[config.mk]
export PLATFORM = sky130hd
export DESIGN_NAME = alu_exec_flat
export DESIGN_NICKNAME = d
export VERILOG_FILES = /design/src/rtl/alu_pkg.sv /design/src/rtl/alu_exec_if.sv /design/src/rtl/alu_muldiv_iter.sv /design/src/rtl/alu_exec.sv /design/src/flat_wrapper.sv
export SDC_FILE = /design/constraint.sdc
export NUM_CORES = 1
export LEC_CHECK = 0
export ABC_AREA = 1
export CORE_MARGIN = 5
export CORE_UTILIZATION = 25
export CTS_CLUSTER_DIAMETER = 150
export DETAILED_ROUTE_END_ITERATION = 8
export PLACE_DENSITY = 0.5
export SLEW_MARGIN = 20
export SYNTH_ARGS = -nofsm -noshare
export SYNTH_HDL_FRONTEND = slang
export SYNTH_SLANG_ARGS = --single-unit
[constraint.sdc]
create_clock -name clk -period 5.3 [get_ports clk]
set_input_delay 0.795 -clock clk [delete_from_list [all_inputs] [get_ports clk]]
set_output_delay 0.795 -clock clk [all_outputs]
set_load 0.005 [all_outputs]
[src/rtl/alu_pkg.sv]
// Shared ALU definitions: operation codes (also used by the ALU control decoder),
// default datapath width and the multi-cycle engine state encoding.
package alu_pkg;

    localparam int unsigned ALU_WIDTH = 32;

    localparam logic [3:0] ALU_ADD  = 4'b0000;
    localparam logic [3:0] ALU_SUB  = 4'b0001;
    localparam logic [3:0] ALU_MUL  = 4'b0010;
    localparam logic [3:0] ALU_DIV  = 4'b0011;
    localparam logic [3:0] ALU_AND  = 4'b0100;
    localparam logic [3:0] ALU_OR   = 4'b0101;
    localparam logic [3:0] ALU_NOR  = 4'b0110;
    localparam logic [3:0] ALU_NOP  = 4'b0111;
    localparam logic [3:0] ALU_SRL  = 4'b1000;
    localparam logic [3:0] ALU_SLT  = 4'b1001;
    localparam logic [3:0] ALU_XOR  = 4'b1010;
    localparam logic [3:0] ALU_SLTI = 4'b1011;

    typedef enum logic [1:0] {StIdle, StMul, StDiv, StFix} md_state_e;

endpackage

[src/rtl/alu_exec_if.sv]
// Request/response bundle between the control side (master) and the execution ALU (slave).
interface alu_exec_if #(
    parameter int unsigned WIDTH = 32
);
    logic             start;
    logic [3:0]       alu_op;
    logic [WIDTH-1:0] a;
    logic [WIDTH-1:0] b;
    logic             busy;
    logic             done;
    logic [WIDTH-1:0] result;
    logic             zero;
    logic             overflow;
    logic             div_by_zero;

    modport master (
        output start, alu_op, a, b,
        input  busy, done, result, zero, overflow, div_by_zero
    );

    modport slave (
        input  start, alu_op, a, b,
        output busy, done, result, zero, overflow, div_by_zero
    );
endinterface

[src/rtl/alu_muldiv_iter.sv]
// Iterative engine: shift-add multiply and restoring divide on magnitudes, one bit per cycle.
module alu_muldiv_iter import alu_pkg::*; #(
    parameter int unsigned WIDTH = ALU_WIDTH
) (
    input  logic             clk,
    input  logic             rst,
    input  logic             go,
    input  logic             is_div,
    input  logic [WIDTH-1:0] a,
    input  logic [WIDTH-1:0] b,
    output logic             busy,
    output logic             ready,
    output logic [WIDTH-1:0] res,
    output logic             dbz
);
    localparam int unsigned CntW = $clog2(WIDTH);

    md_state_e        state_q, state_d;
    logic [CntW-1:0]  cnt_q, cnt_d;
    logic [WIDTH:0]   acc_q, acc_d;  // product accumulator or partial remainder
    logic [WIDTH-1:0] x_q, x_d;      // multiplicand, or dividend shifting into quotient
    logic [WIDTH-1:0] y_q, y_d;      // multiplier, or divisor magnitude
    logic             neg_q, neg_d;
    logic [WIDTH-1:0] mag_a, mag_b;
    logic [WIDTH:0]   rem_sh, diff;
    logic             last;

    assign mag_a  = a[WIDTH-1] ? -a : a;
    assign mag_b  = b[WIDTH-1] ? -b : b;
    assign rem_sh = {acc_q[WIDTH-1:0], x_q[WIDTH-1]};
    assign diff   = rem_sh - {1'b0, y_q};
    assign last   = (cnt_q == CntW'(WIDTH - 1));
    assign busy   = (state_q == StMul) || (state_q == StDiv);
    assign dbz    = (state_q == StDiv) && (y_q == '0);

    // The sign fix is applied on the final iteration edge so the corrected value is
    // already registered by the top when the engine sits in StFix.
    always_comb begin
        state_d = state_q;
        cnt_d   = cnt_q;
        acc_d   = acc_q;
        x_d     = x_q;
        y_d     = y_q;
        neg_d   = neg_q;
        ready   = 1'b0;
        res     = '0;
        unique case (state_q)
            StIdle, StFix: begin
                if (state_q == StFix) state_d = StIdle;
                if (go) begin
                    cnt_d = '0;
                    acc_d = '0;
                    if (is_div) begin
                        state_d = StDiv;
                        x_d     = mag_a;
                        y_d     = mag_b;
                        neg_d   = a[WIDTH-1] ^ b[WIDTH-1];
                    end else begin
                        state_d = StMul;
                        x_d     = a;
                        y_d     = b;
                        neg_d   = 1'b0;
                    end
                end
            end
            StMul: begin
                if (y_q[0]) acc_d = acc_q + {1'b0, x_q};
                x_d   = x_q << 1;
                y_d   = y_q >> 1;
                cnt_d = cnt_q + 1'b1;
                if (last) begin
                    state_d = StFix;
                    ready   = 1'b1;
                    res     = acc_d[WIDTH-1:0];
                end
            end
            StDiv: begin
                if (!diff[WIDTH]) begin
                    acc_d = diff;
                    x_d   = {x_q[WIDTH-2:0], 1'b1};
                end else begin
                    acc_d = rem_sh;
                    x_d   = {x_q[WIDTH-2:0], 1'b0};
                end
                cnt_d = cnt_q + 1'b1;
                if (last) begin
                    state_d = StFix;
                    ready   = 1'b1;
                    res     = dbz ? '1 : (neg_q ? -x_d : x_d);
                end
            end
            default: state_d = StIdle;
        endcase
    end

    always_ff @(posedge clk) begin
        if (rst) begin
            state_q <= StIdle;
            cnt_q   <= '0;
            acc_q   <= '0;
            x_q     <= '0;
            y_q     <= '0;
            neg_q   <= 1'b0;
        end else begin
            state_q <= state_d;
            cnt_q   <= cnt_d;
            acc_q   <= acc_d;
            x_q     <= x_d;
            y_q     <= y_d;
            neg_q   <= neg_d;
        end
    end
endmodule

[src/rtl/alu_exec.sv]
// Execution ALU: single-cycle ops computed combinationally, MUL/DIV delegated to the
// iterative engine; all outputs registered and held between done pulses.
module alu_exec import alu_pkg::*; #(
    parameter int unsigned WIDTH = ALU_WIDTH
) (
    input logic       clk,
    input logic       rst,
    alu_exec_if.slave bus
);
    logic             md_busy, md_ready, md_dbz;
    logic [WIDTH-1:0] md_res;
    logic             is_md, accept;
    logic [WIDTH-1:0] sum, dif, sc_res;
    logic             add_ovf, sub_ovf, sc_ovf, lt;

    logic [WIDTH-1:0] result_q;
    logic             done_q, zero_q, ovf_q, dbz_q;

    assign is_md  = (bus.alu_op == ALU_MUL) || (bus.alu_op == ALU_DIV);
    assign accept = bus.start && !md_busy;

    assign sum     = bus.a + bus.b;
    assign dif     = bus.a - bus.b;
    assign add_ovf = (bus.a[WIDTH-1] == bus.b[WIDTH-1]) && (sum[WIDTH-1] != bus.a[WIDTH-1]);
    assign sub_ovf = (bus.a[WIDTH-1] != bus.b[WIDTH-1]) && (dif[WIDTH-1] != bus.a[WIDTH-1]);
    assign lt      = $signed(bus.a) < $signed(bus.b);

    // Unassigned codes 1100-1111 fall through to ADD.
    always_comb begin
        sc_res = sum;
        sc_ovf = add_ovf;
        case (bus.alu_op)
            ALU_SUB: begin
                sc_res = dif;
                sc_ovf = sub_ovf;
            end
            ALU_AND: begin sc_res = bus.a & bus.b;              sc_ovf = 1'b0; end
            ALU_OR:  begin sc_res = bus.a | bus.b;              sc_ovf = 1'b0; end
            ALU_NOR: begin sc_res = ~(bus.a | bus.b);           sc_ovf = 1'b0; end
            ALU_XOR: begin sc_res = bus.a ^ bus.b;              sc_ovf = 1'b0; end
            ALU_SRL: begin sc_res = bus.a >> bus.b[4:0];        sc_ovf = 1'b0; end
            ALU_SLT, ALU_SLTI: begin
                sc_res = {{(WIDTH-1){1'b0}}, lt};
                sc_ovf = 1'b0;
            end
            ALU_NOP, ALU_MUL, ALU_DIV: begin sc_res = '0;       sc_ovf = 1'b0; end
            default: ;
        endcase
    end

    alu_muldiv_iter #(
        .WIDTH (WIDTH)
    ) u_muldiv (
        .clk    (clk),
        .rst    (rst),
        .go     (accept && is_md),
        .is_div (bus.alu_op == ALU_DIV),
        .a      (bus.a),
        .b      (bus.b),
        .busy   (md_busy),
        .ready  (md_ready),
        .res    (md_res),
        .dbz    (md_dbz)
    );

    always_ff @(posedge clk) begin
        if (rst) begin
            result_q <= '0;
            done_q   <= 1'b0;
            zero_q   <= 1'b0;
            ovf_q    <= 1'b0;
            dbz_q    <= 1'b0;
        end else begin
            done_q <= 1'b0;
            if (accept && !is_md) begin
                result_q <= sc_res;
                zero_q   <= (sc_res == '0);
                ovf_q    <= sc_ovf;
                dbz_q    <= 1'b0;
                done_q   <= 1'b1;
            end else if (md_ready) begin
                result_q <= md_res;
                zero_q   <= (md_res == '0);
                ovf_q    <= 1'b0;
                dbz_q    <= md_dbz;
                done_q   <= 1'b1;
            end
        end
    end

    assign bus.busy        = md_busy;
    assign bus.done        = done_q;
    assign bus.result      = result_q;
    assign bus.zero        = zero_q;
    assign bus.overflow    = ovf_q;
    assign bus.div_by_zero = dbz_q;
endmodule

[src/flat_wrapper.sv]
// flat-port wrapper written by rule: the top's interface ports become plain ports
module alu_exec_flat import alu_pkg::*;
#(
    parameter int unsigned WIDTH = ALU_WIDTH
)
  (clk, rst, bus_start, bus_alu_op, bus_a, bus_b, bus_busy, bus_done, bus_result, bus_zero, bus_overflow, bus_div_by_zero);
  alu_exec_if #(.WIDTH(WIDTH)) bus_i ();
  input logic clk;
  input logic rst;
  input wire logic [$bits(bus_i.start)-1:0] bus_start;
  input wire logic [$bits(bus_i.alu_op)-1:0] bus_alu_op;
  input wire logic [$bits(bus_i.a)-1:0] bus_a;
  input wire logic [$bits(bus_i.b)-1:0] bus_b;
  output wire logic [$bits(bus_i.busy)-1:0] bus_busy;
  output wire logic [$bits(bus_i.done)-1:0] bus_done;
  output wire logic [$bits(bus_i.result)-1:0] bus_result;
  output wire logic [$bits(bus_i.zero)-1:0] bus_zero;
  output wire logic [$bits(bus_i.overflow)-1:0] bus_overflow;
  output wire logic [$bits(bus_i.div_by_zero)-1:0] bus_div_by_zero;
  assign bus_i.start = bus_start;
  assign bus_i.alu_op = bus_alu_op;
  assign bus_i.a = bus_a;
  assign bus_i.b = bus_b;
  assign bus_busy = bus_i.busy;
  assign bus_done = bus_i.done;
  assign bus_result = bus_i.result;
  assign bus_zero = bus_i.zero;
  assign bus_overflow = bus_i.overflow;
  assign bus_div_by_zero = bus_i.div_by_zero;
  alu_exec #(.WIDTH(WIDTH)) u_core (.clk(clk), .rst(rst), .bus(bus_i));
endmodule
==> flow_summary_export.csv, run 1 <==
group,metric,value,unit
routing,first_pass_iters,6,
cts,htree_levels,4,
yosys,synth_area_leaders,"nand2_1, dfxtp_1, ha_1",
setup_path,crit_buf_inv,3,
cts,cts-root-buf,"clkbuf_16",
routing,drc,0,
setup_path,cp_data_arrival_time,5.30,ns
setup_path,end_kind,"register",
final_layout,utilization,29.2,%
global_routing,grt_max_degree,57,
yosys,synth_area_per_cell,5.68,um2
timing,slew_viol_final,0,
cts,cts_sinks,140,
placement,gp_congestion,1.02,
routing,drt_iter0_markers,3106,
yosys,synth_cells,3602,
timing,period_share,92.7,%
die,start_util,25.3,%
yosys,synth_area,20400,um2
cts,postCtsResizedCells,0,
power,seqPwrFrac,25.4,%
power,combPwrFrac,47.6,%
setup_path,r2r_slack,0.65,ns
die,die_w,296,um
global_routing,grt_util_all_layers,25.7,%
hold_path,hp-start,"u_core.u_muldiv.y_q[29]",
routing,final_antenna_net_count,0,
power,switchingPower,2260,uW
die,fp-row-count,104,
final_layout,nets,3923,
timing,clock.fmax,203,MHz
timing,tightest_slew,1.13,ns
power,ir_drop,0.233,mV
outcome,outcome,"completed",
placement,hpwlAfterDp,96.3,mm
setup_path,rr_endpoint,"u_core.bus.zero",
cts,cts-buffers-inserted,17,
placement,place_ws,0.0550,ns
setup_path,cpLargestDelayFamily,"simple AND/OR/NAND/NOR gates",
final_layout,layout-drive-gt1-share,6.63,%
setup_path,slowest_delay,0.82,ns
die,core_area,80800,um2
cts,holdBufCountCts,0,
setup_path,critPathLaunchType,"primary input",
routing,drt_wl_total,117,mm
power,switching_share,48.4,%
setup_path,critical_path.startpoint,"bus_a[19]",
yosys,yosysSeqAreaShare,13.7,%
setup_path,ff2ff_path_depth,29,
cts,clk_latency,0.47,ns
cts,cts_tree,"done",
yosys,synth_cell_types,66,
global_routing,grt_pass1_wl,168,mm
routing,vias,26100,
yosys,synth_top_area_cell,"nand2_1",
global_routing,antenna_found_initial,3,
hold_path,min_to,"u_core.u_muldiv.y_q[29]",
yosys,synth_enable_flop_cells,0,
yosys,syn-num-nets,3844,
setup_path,crit_required,5.69,ns
yosys,yosys_warnings,0,
hold_path,hp-class,"register to register",
yosys,async_flop_share,0,%
timing,max-slew-margin-rel,24.5,%
final_layout,n_fill_cell,9213,
timing,rsz0062_at_grt,"no",
timing,skew,0.0274,ns
cts,clk_pin_slew,0.08,ns
power,p_int,2410,uW
timing,setup_ws,0.385,ns
hold_path,whs_path_depth,2,
yosys,ys_top_cells_by_count,"nand2_1, nor2_1, inv_1, a21oi_1, o21ai_0",
cts,cts_buffer_depth,2,
yosys,post-synth-top-count-cell,"nand2_1",
global_routing,grt_pass1_vias,24200,
die,dieArea,87600,um2
routing,drt-wirelength-per-cell,24.6,um
timing,hold_ws,0.465,ns
die,ios,108,
placement,port_buffers,107,
cts,cts_setup_buffers,0,
setup_path,worstPathCellList,"clkdlybuf4s50_1, inv_1, ha_1, inv_1, a21oi_1, o21ai_0, a211oi_1, nand3_1, nand2_1, nand3_1, nand3_1, nand2_1, nor2_1, nand2_1, nor2_1, nand2_1, nor2_1, nand3_1, a21oi_1",
yosys,synth_top_area_share,16.7,%
routing,drt-vias-per-instance,5.48,
final_layout,syn2layout_area_growth,15.4,%
power,p_per_area,198,nW/um2
power,p_leak,0.0105,uW
flow_run,max_cap_violations,0,
setup_path,worstSetupPathType,"primary input to register",
timing,finalHoldViolations,0,
global_routing,grt_overflow,0,
timing,final-setup-viol-count,0,
die,chipHeight,296,um
setup_path,critical_path.slowest_cell,"clkdlybuf4s50_1",
yosys,dominantRegCellSynth,"dfxtp_1",
timing,period_needed,4.91,ns
yosys,synth-seq-cells,140,
setup_path,worstPathMaxFanout,8,
setup_path,r2r-start,"u_core.u_muldiv.y_q[17]",
power,clkPwrFrac,27.0,%
power groups by stage:
stage | logic, uW | registers [uW] | clock network (uW)
detailed placement | 2150 | 1210 | 0
finish | 2230 | 1190 | 1260
CTS | 2160 | 1190 | 1280
global route | 2400 | 1190 | 1320
global placement | 2170 | 1210 | 0
floorplan | 1330 | 1170 | 0
flip-flops by register name (all words and copies together) (netlist names):
| signal | cells |
|---|---|
| u_core.bus.result | 32 |
| u_core.u_muldiv.acc_q | 32 |
| u_core.u_muldiv.x_q | 32 |
| u_core.u_muldiv.y_q | 32 |
| u_core.u_muldiv.cnt_q | 5 |
| u_core.u_muldiv.state_q | 2 |
| u_core.bus.div_by_zero | 1 |
| u_core.bus.done | 1 |
| u_core.bus.overflow | 1 |
| u_core.bus.zero | 1 |
| u_core.u_muldiv.neg_q | 1 |
metrics by stage:
stage / area [um2] / cells / power, uW / setup TNS [ns]
2_1_floorplan: 20400 / 3602 / 2500 / 0
3_5_place_dp: 23000 / 4722 / 3360 / 0
3_3_place_gp: 23000 / 4722 / 3380 / -0.0302
6_report: 23600 / 4756 / 4680 / 0
5_1_grt: 23600 / 4755 / 4920 / 0
4_1_cts: 23600 / 4754 / 4620 / 0
cells by family (layout without fill, tap and decap cells):
family,after synthesis,count (layout),synth area share (%)
compound gates,985,985,27.5
flops,140,140,13.7
simple gates,1694,1694,35.0
fa+ha+maj,171,171,10.6
xor+xnor,46,46,1.97
other cells,0,2,0
buf+inv,555,647,10.6
mux,11,11,0.539
metal layers:
metal / wire length [um] / global-route usage [%]
met3: 9650 / 4.38
met1: 51600 / 35.2
met2: 50100 / 40.4
met4: 5730 / 10.4
met5: 13 / 0
layout make-up:
cell class	count	area (um2)	share of cell area (%)
Multi-Input combinational cell	2907	15500	65.6
Sequential cell	140	2800	11.9
Timing Repair Buffer	214	1870	7.91
Inverter	401	1510	6.39
Tap cell	1060	1330	5.62
Clock buffer	17	425	1.80
Clock inverter	15	189	0.800
Antenna cell	2	5.00	0.0212
worst register-to-register path: cells and delay by family (launching register included):
family | cells | cell delay [ns]
adder cells (fa/ha/maj) | 2 | 0.53
AND/OR/NAND/NOR | 21 | 2.86
AO/OA/AOI/OAI | 3 | 0.47
buffers and inverters | 3 | 0.34
flip-flops | 1 | 0.40
cell usage in the layout (no fill, tap or decap), types with 11 or more instances in the layout:
| cell type | instances |
|---|---|
| nor2_2 | 12 |
| clkdlybuf4s50_1 | 105 |
| o21bai_1 | 16 |
| nor2_1 | 388 |
| nand2_2 | 11 |
| xor2_1 | 38 |
| inv_2 | 30 |
| o31ai_1 | 15 |
| buf_4 | 108 |
| nand4_1 | 40 |
| clkbuf_16 | 17 |
| a211oi_1 | 14 |
| a31oi_1 | 39 |
| nor3_1 | 43 |
| mux2i_1 | 11 |
| o21ai_0 | 306 |
| a21oi_1 | 364 |
| o211ai_1 | 25 |
| o221ai_1 | 31 |
| o21a_1 | 11 |
| ha_1 | 167 |
| nand2_1 | 909 |
| o22ai_1 | 12 |
| inv_1 | 365 |
| dfxtp_1 | 139 |
| nor4_1 | 16 |
| a221oi_1 | 29 |
| o21ai_1 | 70 |
| a21o_1 | 11 |
| nand3_1 | 220 |
how the worst max path moves through the flow:
stage | end | slack (ns) | depth (start not counted)
2_1_floorplan | u_core.bus.zero | 1.68 | 33
3_3_place_gp | u_core.bus.zero | -0.03 | 19
3_5_place_dp | u_core.bus.zero | 0.06 | 19
4_1_cts | u_core.bus.zero | 0.49 | 19
5_1_grt | u_core.bus.zero | 0.20 | 19
6_report | u_core.bus.zero | 0.39 | 19
(Power assumes the default switching activity.)
==> inputs of run 2 (changes only) <==
clock period = 5.4 ns   (was 5.3 ns; I/O delays follow)
==> flow_summary_export.csv, run 2 (synthesized netlist as in run 1, its figures left out) <==
group,metric,value,unit
outcome,outcome,"completed",
die,dieArea,87600,um2
global_routing,grt_pass1_wl,166,mm
cts,postCtsResizedCells,0,
cts,holdBufCountCts,0,
setup_path,end_kind,"register",
timing,final-setup-viol-count,0,
cts,cts_tree,"done",
power,p_per_area,196,nW/um2
final_layout,nets,3905,
placement,port_buffers,107,
final_layout,syn2layout_area_growth,14.8,%
setup_path,r2r-start,"u_core.u_muldiv.y_q[17]",
placement,gp_congestion,1.04,
global_routing,grt_overflow,0,
routing,drt_iter0_markers,3026,
routing,first_pass_iters,8,
cts,clk_pin_slew,0.07,ns
timing,clock.fmax,204,MHz
routing,final_antenna_net_count,0,
timing,period_needed,4.89,ns
timing,rsz0062_at_grt,"no",
hold_path,hp-class,"register to register",
timing,period_share,90.6,%
hold_path,hp-start,"u_core.u_muldiv.y_q[29]",
cts,cts_buffer_depth,2,
die,ios,108,
timing,slew_viol_final,0,
die,start_util,25.3,%
cts,cts_sinks,140,
global_routing,grt_max_degree,73,
routing,drt_wl_total,115,mm
timing,finalSetupTns,0,ns
cts,htree_levels,4,
die,fp-row-count,104,
final_layout,mostFrequentLayoutCell,"nand2_1",
timing,finalHoldViolations,0,
die,core_area,80800,um2
power,ir_drop,0.259,mV
routing,drc,0,
die,die_w,296,um
setup_path,critPathLaunchType,"primary input",
timing,skew,0.0254,ns
global_routing,antenna_found_initial,4,
cts,cts_setup_buffers,0,
placement,hpwlAfterDp,93.9,mm
routing,drt-vias-per-instance,5.55,
setup_path,worstPathMaxFanout,8,
routing,vias,26300,
final_layout,n_fill_cell,9202,
die,chipHeight,296,um
timing,max-slew-margin-rel,33.6,%
cts,cts-root-buf,"clkbuf_16",
setup_path,crit_required,5.80,ns
final_layout,utilization,29.0,%
setup_path,worstSetupPathType,"primary input to register",
final_layout,final_cell_mix,"nand2_1, nor2_1, inv_1, a21oi_1, o21ai_0",
setup_path,critical_path.startpoint,"bus_a[19]",
global_routing,grt_util_all_layers,25.3,%
final_layout,layout-drive-gt1-share,6.20,%
power,p_leak,0.0104,uW
setup_path,cp_data_arrival_time,5.29,ns
flow_run,max_cap_violations,0,
cts,cts-buffers-inserted,17,
routing,drt-wirelength-per-cell,24.3,um
cts,clk_latency,0.47,ns
timing,tightest_slew,0.995,ns
global_routing,grt_pass1_vias,24200,
[run 2: per-layer routing]
layer	GRT usage (%)	vias to the layer above	routed length (um)
met1	34.2	12400	49800
li1	-	12300	-
met3	4.52	267	10100
met4	11.7	2	6630
met2	39.1	1364	48900
met5	0	-	12
[run 2: worst paths after layout]
check	slack (ns)	endpoint	depth (start not counted)
max	0.51	u_core.bus.zero	17
min	0.46	u_core.u_muldiv.y_q[29]	2
max reg2reg	0.76	u_core.bus.zero	29
min reg2reg	0.46	u_core.u_muldiv.y_q[29]	2
[run 2: cell type report]
class	instances	area (um2)	share of cell area (%)
Multi-Input combinational cell	2907	15500	66.0
Clock buffer	19	453	1.93
Tap cell	1060	1330	5.65
Sequential cell	140	2800	11.9
Antenna cell	5	12.5	0.0533
Clock inverter	13	150	0.640
Inverter	401	1510	6.42
Timing Repair Buffer	196	1730	7.38
[run 2: worst max-delay path: stages]
cell	delay, ns
clkdlybuf4s50_1	0.79
inv_1	0.26
ha_1	0.51
inv_1	0.15
a21oi_1	0.21
o21ai_0	0.28
a211oi_1	0.41
nand3_1	0.31
nand2_1	0.14
nand2_1	0.16
nor2_1	0.14
o21ai_1	0.17
nand2_1	0.15
nand4_1	0.20
nor2_1	0.28
nand3_1	0.15
a21oi_1	0.15
[run 2: where the power goes]
part           switching, uW  internal (uW)  leakage, uW  total [uW]
clock                    587            680     0.000291        1270
combinational           1520            648      0.00897        2160
sequential              82.0           1080      0.00114        1170
total                   2180           2410       0.0104        4600
[run 2: per-stage QoR]
step / cell area, um2 / total power (uW) / worst slack [ns] / hold WS [ns] / instances
finish: 23500 / 4600 / 0.508 / 0.463 / 4741
global route: 23500 / 4820 / 0.437 / 0.485 / 4737
CTS: 23500 / 4540 / 0.855 / 0.464 / 4736
detailed placement: 22800 / 3280 / 0.365 / 0.453 / 4704
global placement: 22800 / 3290 / 0.261 / 0.451 / 4704
floorplan: 20400 / 2450 / 1.78 / 0.441 / 3602
